$ cat src/rtl/traffic_pkg.sv
// Shared types and constants for the traffic phase controller.
// Holds the controller state encoding, the per-phase light codes
// and a small helper used to size the dwell timer.
package traffic_pkg;

  typedef enum logic [2:0] {
    ST_ALL_RED,
    ST_GO,
    ST_WAIT,
    ST_PED_WALK,
    ST_FLASH
  } state_t;

  // Per-phase light codes, bit order {red, yellow, green}
  localparam logic [2:0] LIGHT_RED    = 3'b100;
  localparam logic [2:0] LIGHT_YELLOW = 3'b010;
  localparam logic [2:0] LIGHT_GREEN  = 3'b001;
  localparam logic [2:0] LIGHT_OFF    = 3'b000;

  function automatic int max_int(input int a, input int b);
    return (a > b) ? a : b;
  endfunction

endpackage

$ cat src/rtl/tick_gen.sv
// Free-running timing tick generator.
// Produces a one-clk tick every DIVISOR clocks; the first tick after
// reset lands on the DIVISOR-th clock.
module tick_gen #(
  parameter int DIVISOR = 4
) (
  input  logic clk,
  input  logic rst,
  output logic tick
);

  localparam int CW = (DIVISOR > 1) ? $clog2(DIVISOR) : 1;
  localparam logic [CW-1:0] LAST = CW'(DIVISOR - 1);

  logic [CW-1:0] count;

  // Count 0..DIVISOR-1 and wrap; never paused by controller state
  always_ff @(posedge clk) begin
    if (rst) begin
      count <= '0;
    end else if (count == LAST) begin
      count <= '0;
    end else begin
      count <= count + 1'b1;
    end
  end

  assign tick = (count == LAST);

endmodule

$ cat src/rtl/traffic_phase_ctrl.sv
// Multi-phase traffic signal controller.
// Cycles the approaches round-robin with an all-red clearance between
// them, inserts a walk interval when a pedestrian request is pending,
// and falls back to flashing yellow while a fault is present.
module traffic_phase_ctrl
  import traffic_pkg::*;
#(
  parameter int CLK_HZ       = 100_000_000,
  parameter int TICK_HZ      = 4,
  parameter int NUM_PHASES   = 2,
  parameter int GO_TICKS     = 24,
  parameter int WAIT_TICKS   = 12,
  parameter int ALLRED_TICKS = 4,
  parameter int PED_TICKS    = 16
) (
  input  logic                          clk,
  input  logic                          rst,
  input  logic [3:0]                    go_extend,
  input  logic                          ped_req,
  input  logic                          fault,
  output logic [3*NUM_PHASES-1:0]       lights,
  output logic                          ped_walk,
  output logic                          ped_ack,
  output logic [$clog2(NUM_PHASES)-1:0] phase_idx
);

  localparam int DIVISOR   = CLK_HZ / TICK_HZ;
  localparam int PW        = $clog2(NUM_PHASES);
  // Timer must hold the longest dwell, including a fully extended green
  localparam int TIMER_MAX = max_int(max_int(GO_TICKS + 15, WAIT_TICKS),
                                     max_int(ALLRED_TICKS, PED_TICKS));
  localparam int TW        = $clog2(TIMER_MAX + 1);

  logic          tick;
  state_t        state, state_next;
  logic [TW-1:0] timer, timer_next;
  logic [PW-1:0] phase_next;
  logic          ped_pending, pending_next;
  logic          flash_yellow, flash_next;
  logic          ack_next;

  tick_gen #(
    .DIVISOR (DIVISOR)
  ) u_tick_gen (
    .clk  (clk),
    .rst  (rst),
    .tick (tick)
  );

  // Register the controller state, dwell timer, phase and pedestrian latch
  always_ff @(posedge clk) begin
    if (rst) begin
      state        <= ST_ALL_RED;
      timer        <= TW'(ALLRED_TICKS);
      phase_idx    <= '0;
      ped_pending  <= 1'b0;
      flash_yellow <= 1'b0;
      ped_ack      <= 1'b0;
    end else begin
      state        <= state_next;
      timer        <= timer_next;
      phase_idx    <= phase_next;
      ped_pending  <= pending_next;
      flash_yellow <= flash_next;
      ped_ack      <= ack_next;
    end
  end

  // Next-state logic: fault overrides everything, otherwise advance on tick
  always_comb begin
    state_next   = state;
    timer_next   = timer;
    phase_next   = phase_idx;
    pending_next = ped_pending | (ped_req && (state != ST_PED_WALK));
    flash_next   = flash_yellow;
    ack_next     = 1'b0;

    if (fault) begin
      state_next = ST_FLASH;
      flash_next = (state != ST_FLASH) ? 1'b1 : (flash_yellow ^ tick);
    end else if (state == ST_FLASH) begin
      state_next   = ST_ALL_RED;
      timer_next   = TW'(ALLRED_TICKS);
      phase_next   = '0;
      pending_next = 1'b0;
    end else if (tick) begin
      if (timer == TW'(1)) begin
        case (state)
          ST_ALL_RED: begin
            if (ped_pending) begin
              state_next   = ST_PED_WALK;
              timer_next   = TW'(PED_TICKS);
              pending_next = 1'b0;
              ack_next     = 1'b1;
            end else begin
              state_next = ST_GO;
              timer_next = TW'(GO_TICKS) + TW'(go_extend);
            end
          end
          ST_GO: begin
            state_next = ST_WAIT;
            timer_next = TW'(WAIT_TICKS);
          end
          ST_WAIT: begin
            state_next = ST_ALL_RED;
            timer_next = TW'(ALLRED_TICKS);
            phase_next = (phase_idx == PW'(NUM_PHASES - 1)) ? '0 : phase_idx + 1'b1;
          end
          default: begin
            state_next = ST_ALL_RED;
            timer_next = TW'(ALLRED_TICKS);
          end
        endcase
      end else begin
        timer_next = timer - 1'b1;
      end
    end
  end

  // Decode the light pattern and walk lamp from registered state only
  always_comb begin
    lights   = '0;
    ped_walk = (state == ST_PED_WALK);
    for (int i = 0; i < NUM_PHASES; i++) begin
      case (state)
        ST_FLASH: lights[3*i +: 3] = flash_yellow ? LIGHT_YELLOW : LIGHT_OFF;
        ST_GO:    lights[3*i +: 3] = (phase_idx == PW'(i)) ? LIGHT_GREEN : LIGHT_RED;
        ST_WAIT:  lights[3*i +: 3] = (phase_idx == PW'(i)) ? LIGHT_YELLOW : LIGHT_RED;
        default:  lights[3*i +: 3] = LIGHT_RED;
      endcase
    end
  end

endmodule
$ cat config.mk
export PLATFORM = sky130hd
export DESIGN_NAME = traffic_phase_ctrl
export DESIGN_NICKNAME = d
export VERILOG_FILES = /design/src/rtl/traffic_pkg.sv /design/src/rtl/tick_gen.sv /design/src/rtl/traffic_phase_ctrl.sv
export SDC_FILE = /design/constraint.sdc
export NUM_CORES = 1
export LEC_CHECK = 0
export BUFFER_PORTS_ARGS = -buffer_cell sky130_fd_sc_hd__buf_2
export CAP_MARGIN = 10
export CORE_MARGIN = 3
export CORE_UTILIZATION = 35
export DETAILED_ROUTE_END_ITERATION = 12
export PLACE_DENSITY = 0.54
export SLEW_MARGIN = 15
export SYNTH_ARGS = -nofsm -noshare
export SYNTH_HDL_FRONTEND = slang
export SYNTH_SLANG_ARGS = --single-unit
$ cat constraint.sdc
create_clock -name clk -period 4.55 [get_ports clk]
set_input_delay 0.455 -clock clk [delete_from_list [all_inputs] [get_ports clk]]
set_output_delay 0.455 -clock clk [all_outputs]
set_load 0.02 [all_outputs]
==> results by stage <==
Yosys:
- The library cell with the largest summed area after synthesis is dfxtp_1.
- The distinct cell type count after synthesis is between 40 and 50.
- In the post-synthesis netlist, the cell with the most instances is nor2_1.
- The share of the yosys chip area belonging to registers is 39.7%.
- The number of instances in the synthesized netlist is 238.
- For this run, the leading register cell type out of synthesis is dfxtp_1.
- The share of synthesized area in the top cell type comes to 39.7%.
- The mapped cell area is approximately 0.0019 sq mm.
- The synthesized design contains 0 enable-type register cells.
- The number of synthesis warnings is 0.
- Synthesis produced a netlist with a net count of 249.
- Sorting the synthesized cells by area gives the leading types as dfxtp_1, xnor2_1, nor2_1, inv_1, nand3_1.
- The flip-flop and latch count after synthesis is 38.
- The commonest cells after synthesis are nor2_1, dfxtp_1, xnor2_1.
- Of all flip-flops after synthesis, the portion carrying an async set or reset was 0%.
- The per-instance average area after synthesis is 8.04 sq um.

Global route:
- The first global-routing pass estimated 6790 um of wire.
- After global routing the overflow that remains totals 0.
- The pin count of the biggest net entering global routing is 24.
- Global routing consumed, over all layers together, 13.3% of the routing resources.
- The number of global-route vias before repair is 1,482.
- The number of antenna violations at the first check in global routing came to 0.

Floorplanning:
- From left edge to right edge, the die measures 80.0 um.
- The top-level I/O count is 17.
- For this configuration, the core starts out at a cell density of between 30% and 40%.
- The total area inside the core boundary comes to 0.00520 sq mm.
- The floorplan die area is 0.00639 sq mm.
- The die height is 80.0 um.
- The placement row count is 26.

Placement:
- The quantity of I/O buffers inserted on ports is 16.
- Summing all placed instances gives a cell area of a little over 0.002 sq mm.
- Once placement completed, the tool counted placed cells totaling 315.
- The wire-length estimate of the detail-placed layout is between 2000 and 3000 um.
- The pre-CTS setup slack is 2.26 ns.
- At the end of routability-driven placement, the weighted congestion stood at 0.799.

Finish:
- Excluding fillers, the count of instances in the completed layout stands at 323.
- The multi-input logic area is 0.00106 sq mm.
- Summing all non-filler instances in the final layout gives an area of about 0.0021 sq mm.
- From synthesis to final layout, the design area changed by 11.8%.
- The number of nets in the final layout is ~260.
- The flip-flop and latch area is between 700 and 800 sq um.
- The fraction of layout instances using a drive strength above 1 is between 10% and 20%.
- 0 antenna diodes ended up in the layout.
- The layout has 544 filler cells.

Clock network:
- The clock root buffer is clkbuf_8.
- The H-tree depth is 2.
- After clock tree synthesis, the clock-pin slew on the worst setup and hold paths is around 0.08 ns.
- The count of buffers added by post-CTS timing repair for setup is 0.
- The clock latency reported for the late side of the worst-skew pair is approximately 0.29 ns.
- Clock tree synthesis inserted a total of 5 buffers.
- Post-CTS repair changed the size of 0 cells.
- The sink count of the clock tree is 38.
- Buffers inserted to repair hold after CTS numbered 0.
- The clock passes through at most 2 buffers.
- TritonCTS built the clock tree.

Worst setup path:
- The reg-to-reg startpoint is u_tick_gen.count[9].
- The setup path with the least slack is of type flip-flop to flip-flop.
- The worst setup path is captured at a flip-flop.
- The internal reg-to-reg setup slack is 2.31 ns.
- The required time at the worst-slack endpoint is between 4 and 5 ns.
- In this run the worst setup path begins at u_tick_gen.count[9].
- The sort of element at the start of the critical path is a flip-flop.
- Of all nets on the critical path, the largest fanout is 23.
- The data arrival time of the worst path is 2.38 ns.

Pwr:
- In this run the static leakage power is 0.729 nW.
- The sum of internal, switching and leakage power is 0.000615 W.
- The maximum vdd drop is 145 uV.
- The power per standard cell area is 287 mW/mm^2.

Detailed routing:
- For this block, wires on met1 add up to slightly above 2000 um.
- In the final routed layout, each cell accounts on average for 12.3 um.
- The count of routing violations after the opening detailed-route iteration is 79.
- The count of vias placed by the detailed router is 1,624.
- The DRC violations left is 0.
- The met3 routed wirelength is roughly 120 um.
- The average vias per placed instance is 5.03.
- In this run the remaining antenna-violating nets after routing total 0.
- The total wire length is between 3000 and 4000 um.
- Summed over all nets, wire length on met2 after detailed routing comes to 1790 um.
- The pre-antenna-repair detailed-routing pass consisted of 4 iterations.
- The highest routing layer actually used is met4.

Hold path:
- The class of the tightest hold or removal check is input pin to flip-flop.
- The origin of the worst min-delay path is rst.

STA:
- The final worst-path setup slack is 2.31 ns.
- On the final layout, the worst clock skew is 0.00878 ns.
- The pin slew with the least headroom to its limit is about 0.79 ns.
- The top achievable clock speed is 447 MHz.
- The setup TNS is 0 ns.
- The count of final max-slew check failures is 0.
- The final hold violation count came to 0.
- The total of endpoints with negative setup slack in the final report is 0.
- For the finished layout, the period the worst path requires is ~2.2 ns.
- The worst path uses 49.2% of the clock period.
- The worst-case headroom to the max-slew limit is 47.5%.
- Setup repair after global routing left no endpoint under its margin.

Flow run:
- Max-cap violations in this run came to 0.

Run status:
- The run finished with clean final reports.
-- layout make-up --
type / instances / area share, %
clock buffers: 6 / 3.86
clock inverters: 2 / 0.584
inverters: 15 / 2.63
multi-input cells: 176 / 49.6
flip-flops and latches: 38 / 35.5
well taps: 70 / 4.09
repair buffers: 16 / 3.74
-- final timing paths --
path,endpoint,depth (start not counted)
min reg2reg,u_tick_gen.count[0],1
max reg2reg,u_tick_gen.count[3],5
min,state[2],2
max,u_tick_gen.count[3],5
-- registers in the layout, summed over array words and instances (netlist names) --
name and flops:
phase_idx 1, u_tick_gen.count 25, state 3, flash_yellow 1, ped_pending 1, ped_ack 1
timer 6
-- layer usage --
layer	GRT usage, %	vias to the layer above
met5	0	-
met1	17.7	742
met3	3.39	7
met4	5.07	0
met2	20.6	22
li1	-	853
-- kinds of logic after synthesis --
family	count (synthesis)	share of synthesized area, %
AND/OR/NAND/NOR	111	29.7
AO/OA/AOI/OAI	38	12.5
flip-flops	38	39.7
XOR/XNOR	24	11.0
buffers and inverters	24	5.10
adder cells (fa/ha/maj)	3	1.96
-- critical path, cell delays in order (launching register included) --
cell     delay [ns]
dfxtp_1        0.34
or4b_1         0.54
nor3b_2        0.26
nand4_4        0.20
nand2_1        0.64
nor2_1         0.12
-- report_power, final --
| part | internal, W | switching [W] | total (W) |
|---|---|---|---|
| Sequential | 0.000336 | 0.00000393 | 0.000340 |
| Combinational | 0.00000963 | 0.0000185 | 0.0000282 |
| Clock | 0.000122 | 0.000124 | 0.000246 |
| Total | 0.000468 | 0.000147 | 0.000615 |
-- layout by cell type (no fill, tap or decap), types with 2 or more instances in the layout --
cell type,synthesis,routed
nand2_1,13,13
a31oi_1,2,2
inv_1,15,15
xnor2_1,22,22
clkbuf_8,0,6
a21oi_1,10,10
o21ai_0,10,10
nor2_1,46,46
or3_1,4,4
ha_1,3,3
nor3_1,10,10
nand3_1,11,11
and4_1,2,2
nor4_1,2,2
o22ai_1,3,3
xor2_1,2,2
nor3b_2,1,2
dfxtp_1,38,38
nand4_1,4,4
buf_2,3,16
and2_1,2,2
or4_1,5,5
-- stage by stage --
step	hold slack, ns	util, %
floorplan	0.430	-
global placement	0.440	39.2
detailed placement	0.459	39.2
CTS	0.455	41.0
global route	0.471	41.1
finish	0.452	41.1
No activity file was read; power rests on OpenSTA's default activity.
